`config.mk`:
```
export PLATFORM = sky130hd
export DESIGN_NAME = event_encoder8_3
export DESIGN_NICKNAME = d
export VERILOG_FILES = /design/src/rtl/event_encoder8_3_pkg.sv /design/src/rtl/event_encoder8_3_pri_enc8_3.sv /design/src/rtl/event_encoder8_3.sv
export SDC_FILE = /design/constraint.sdc
export NUM_CORES = 1
export LEC_CHECK = 0
export CORE_ASPECT_RATIO = 0.6
export CORE_MARGIN = 4
export CORE_UTILIZATION = 33
export CTS_BUF_LIST = sky130_fd_sc_hd__clkbuf_2
export DETAILED_ROUTE_END_ITERATION = 10
export GPL_TIMING_DRIVEN = 0
export PLACE_DENSITY = 0.67
export SYNTH_ARGS = -nofsm -noshare
export SYNTH_HDL_FRONTEND = slang
export SYNTH_SLANG_ARGS = --single-unit
```
`constraint.sdc`:
```
create_clock -name clk -period 2.99 [get_ports clk]
set_input_delay 0.7475 -clock clk [delete_from_list [all_inputs] [get_ports clk]]
set_output_delay 0.7475 -clock clk [all_outputs]
set_load 0.03 [all_outputs]
```
`src/rtl/event_encoder8_3_pkg.sv`:
```
// event_encoder8_3_pkg: shared constants, FSM state type and code helpers for the event encoder
package event_encoder8_3_pkg;
  localparam int N_REQ = 8;
  localparam int CODE_W = 3;
  typedef enum logic {IDLE, PRESENT} state_e;
  function automatic logic [N_REQ-1:0] onehot(input logic [CODE_W-1:0] c);
    return N_REQ'(1) << c;
  endfunction
  // decoder3_8 numbers its outputs o_1..o_8 with code c landing on o_(8-c)
  function automatic logic [3:0] dec_out_idx(input logic [CODE_W-1:0] c);
    return 4'd8 - {1'b0, c};
  endfunction
endpackage

```
`src/rtl/event_encoder8_3_pri_enc8_3.sv`:
```
// pri_enc8_3: combinational 8-to-3 priority encoder, highest or lowest set bit wins
module pri_enc8_3
  import event_encoder8_3_pkg::*;
#(
  parameter bit PRIORITY_HIGH = 1'b1
) (
  input  logic [N_REQ-1:0]  in_i,
  output logic [CODE_W-1:0] code_o,
  output logic              any_o
);
  // the last match in scan order wins, so the scan direction sets the priority
  always_comb begin
    code_o = '0;
    for (int i = 0; i < N_REQ; i++)
      if (in_i[PRIORITY_HIGH ? i : N_REQ-1-i]) code_o = CODE_W'(PRIORITY_HIGH ? i : N_REQ-1-i);
  end
  assign any_o = |in_i;
endmodule

```
`src/rtl/event_encoder8_3.sv`:
```
// event_encoder8_3: registered 8-to-3 event encoder with pending capture and valid/ready output
module event_encoder8_3
  import event_encoder8_3_pkg::*;
#(
  parameter bit PRIORITY_HIGH = 1'b1
) (
  input  logic              clk,
  input  logic              rst_n,
  input  logic [N_REQ-1:0]  req_i,
  input  logic              ready_i,
  output logic              valid_o,
  output logic [CODE_W-1:0] code_o,
  output logic [N_REQ-1:0]  pending_o,
  output logic              overflow_o
);
  state_e state_q, state_d;
  logic [N_REQ-1:0] pend_q, pend_d, served, rem, enc_in;
  logic [CODE_W-1:0] code_q, code_d, pri_code;
  logic valid_q, valid_d, ovf_q, ovf_d, pri_any;
  assign served = (valid_q && ready_i) ? onehot(code_q) : '0;
  assign rem = pend_q & ~onehot(code_q);
  assign enc_in = (state_q == PRESENT) ? rem : pend_q;
  assign pend_d = (pend_q & ~served) | req_i;
  assign ovf_d = |(req_i & pend_q & ~served);
  pri_enc8_3 #(.PRIORITY_HIGH(PRIORITY_HIGH)) u_pri (
    .in_i  (enc_in),
    .code_o(pri_code),
    .any_o (pri_any)
  );
  // rem is built from registered pend only, keeping req_i off the code_o path
  always_comb begin
    state_d = state_q;
    code_d = code_q;
    valid_d = valid_q;
    if (state_q == IDLE) begin
      if (pri_any) begin
        code_d = pri_code;
        valid_d = 1'b1;
        state_d = PRESENT;
      end
    end else if (ready_i) begin
      code_d = pri_any ? pri_code : code_q;
      valid_d = pri_any;
      state_d = pri_any ? PRESENT : IDLE;
    end
  end
  always_ff @(posedge clk or negedge rst_n)
    if (!rst_n) begin
      state_q <= IDLE;
      pend_q <= '0;
      code_q <= '0;
      valid_q <= 1'b0;
      ovf_q <= 1'b0;
    end else begin
      state_q <= state_d;
      pend_q <= pend_d;
      code_q <= code_d;
      valid_q <= valid_d;
      ovf_q <= ovf_d;
    end
  assign valid_o = valid_q;
  assign code_o = code_q;
  assign pending_o = pend_q;
  assign overflow_o = ovf_q;
endmodule

```
==> impl_metrics.yaml <==
setup_path:
  crit_buf_inv: 1
  worstSetupPathType: "register to output port"
  worstPathArrival_ps: 1540
  cp_max_fo: 9
  crit_slowest_cell: "clkdlybuf4s50_1"
  end_kind: "output port"
  critPathRequiredTime_ps: 2240
  start_kind: "register"
  cpLargestDelayFamily: "buffers and inverters"
  r2r_slack_ps: 910
  crit_chain: "clkdlybuf4s50_1"
  cpPeakStageDelay_ps: 730
die:
  fp.dieH_um: 47.13
  start_util_pct: 36.72
  pin_count: 24
  rows: 13
  die_w_um: 73.22
  core_mm2: 0.002293
  die_area_mm2: 0.003451
sta:
  rsz0062_at_grt: "false"
  drv_slew: 0
  setup_ws_ps: 702.6
  period_share_pct: 76.50
  setup_violations: 0
  hold_ws_ps: 573.5
  finClkSkew_ps: 7.362
  tns_ps: 0
  finalHoldViolations: 0
  layout_min_cycle_time_ps: 2287
  max_slew.worst_pin.slew_ps: 662.3
  max_slew_margin_pct: 55.71
  fmax_ghz: 0.4372
clock_tree:
  clk_pin_slew_worst_paths_ps: 150
  h-tree-depth: 1
  numCtsBuffers: 3
  clk_latency_ps: 290
  postCtsSetupBuffers: 0
  cts_root_buffer: "clkbuf_2"
  numClockSinks: 14
  clockBufferDepth: 2
  holdBufCountCts: 0
  cts_tree: "yes"
  cts.repair.resized: 0
power:
  cellPowerDensity_mw_per_mm2: 525.3
  switching_share_pct: 41.04
  power_switching_uw: 243.3
  power_frac_comb_pct: 43.0
  seqPwrFrac_pct: 41.0
  p_clk_share_pct: 16.0
  leakagePower_nw: 0.4280
  p_int_uw: 349.5
  vdd_drop_max_mv: 0.2497
synth:
  avgSynthCellArea_um2: 9.356
  synth_top_family_by_area: "compound AO/OA/AOI/OAI gates"
  synth.top_cell.area_share_pct: 41.60
  synth.mux.area_fraction_pct: 10.40
  yosysTopAreaCell: "dfrtp_1"
  synth_fa_ha_area_share_pct: 0
  synth_area_um2: 842.1
  syn-instance-count: 90
  synth.area.top_cells: "dfrtp_1, nand2b_1, mux2_4, o211ai_1, o21ai_0"
  synth-compound-area-share_pct: 25.41
  ys_types: 30
  synthSimpleGateAreaFrac_pct: 19.32
  synth_warnings: 0
  yosysSeqAreaShare_pct: 41.60
  syn-num-nets: 101
  synth_seq_cells: 14
  synthXorXnorAreaFrac_pct: 0
grt:
  gr-usage-met2_pct: 19.89
  grt_usage_pct: 14.61
  antenna_found_initial: 0
  grt_pass1_vias: 724
  grt.busiest_layer: "met1"
  grt.met1_usage_pct: 21.96
  grt_pass1_wl_um: 3636
  met3_usage_pct: 5.556
  grt_overflow: 0
  grt_max_degree: 15
route:
  wl_per_cell_um: 15.77
  drc: 0
  antenna_left: 0
  drtPass1Iterations: 4
  routed_wl_um: 2318
  dr_total_vias: 777
  drt_iter0_drc: 65
  viasPerCell: 5.286
cells_and_area:
  final_cells: 147
  fin_nets: 129
  syn2layout_area_growth_pct: 34.03
  nFillCells: 223
  layout_commonest_cell: "clkdlybuf4s50_1"
  antenna_cells: 0
  mostFrequentLayoutCells: "clkdlybuf4s50_1, dfrtp_1, nand2b_1"
  drive_above_1_share_pct: 11.11
placement:
  portBuffers: 23
  dp.cells: 143
  place_ws_ps: 561.4
  place_congestion: 0.8299
  hpwl_um: 1841
run:
  max_cap_violations: 0
hold_path:
  hp-class: "register to register"
status:
  status: "complete, no violations"
-- synth_stat cells --
cell,instances
o2111ai_1,2
inv_1,4
nor2_2,1
nor4_2,1
nand2b_1,9
mux2_4,3
a21o_1,1
a31oi_1,2
inv_2,1
nand2_1,8
o22a_1,1
buf_2,1
o32ai_1,1
or2_1,1
o32a_1,1
o21ai_0,7
mux2i_1,2
o22ai_1,2
nand3_1,4
buf_1,1
a21oi_1,3
nor2b_1,2
dfrtp_1,14
nor2_1,5
mux2_2,2
a21bo_2,1
o31ai_1,2
o21bai_1,1
a221oi_1,1
o211ai_1,6
-- through the flow --
step           instance area [um2]  utilization [%]  total power [mW]
2_1_floorplan                842.1                -            0.4049
3_3_place_gp                  1110            48.39            0.4926
3_5_place_dp                  1110            48.39            0.5008
4_1_cts                       1129            49.21            0.5967
5_1_grt                       1129            49.21            0.6291
6_report                      1129            49.21            0.5928
-- cell type report --
class	count	area [um2]	area share, %
clock inverter	1	3.754	0.3326
multi-input combinational	69	464.2	41.13
tap	30	37.54	3.326
timing repair buffer	23	230.2	20.40
buffer	2	8.758	0.7761
sequential	14	350.3	31.04
clock buffer	3	15.01	1.330
inverter	5	18.77	1.663
-- layer usage --
layer	part of all wire, %	vias to the layer above
met4	0.17	0
met1	53	359
met3	6.4	2
met2	41	22
li1	-	394
met5	0	-
-- registers in the layout (all words and copies together), names as in the netlist --
signal and flops:
pending_o 8, code_o 3, overflow_o 1, state_q 1, valid_o 1
-- worst paths after layout --
check / start / endpoint / depth (start not counted)
worst max-delay path: pending_o[6] / pending_o[6] / 1
worst max register to register: pending_o[5] / code_o[1] / 5
worst min register to register: valid_o / valid_o / 1
worst min-delay path: valid_o / valid_o / 1
max in group asynchronous: rst_n / pending_o[4] / 1
min in group asynchronous: rst_n / pending_o[1] / 1
-- cell families after synthesis --
| kind of cell | count (synthesis) |
|---|---|
| muxes | 7 |
| DFF | 14 |
| buffers and inverters | 7 |
| and+or+nand+nor | 31 |
| AOI/OAI and AO/OA | 31 |
-- power groups by stage --
stage / Sequential, mW / Clock [mW] / Combinational, mW
floorplan: 0.277 / 0 / 0.128
global placement: 0.245 / 0 / 0.247
detailed placement: 0.246 / 0 / 0.255
CTS: 0.242 / 0.0989 / 0.256
global route: 0.247 / 0.107 / 0.275
finish: 0.243 / 0.0947 / 0.255
No activity file was read; power rests on OpenSTA's default activity.
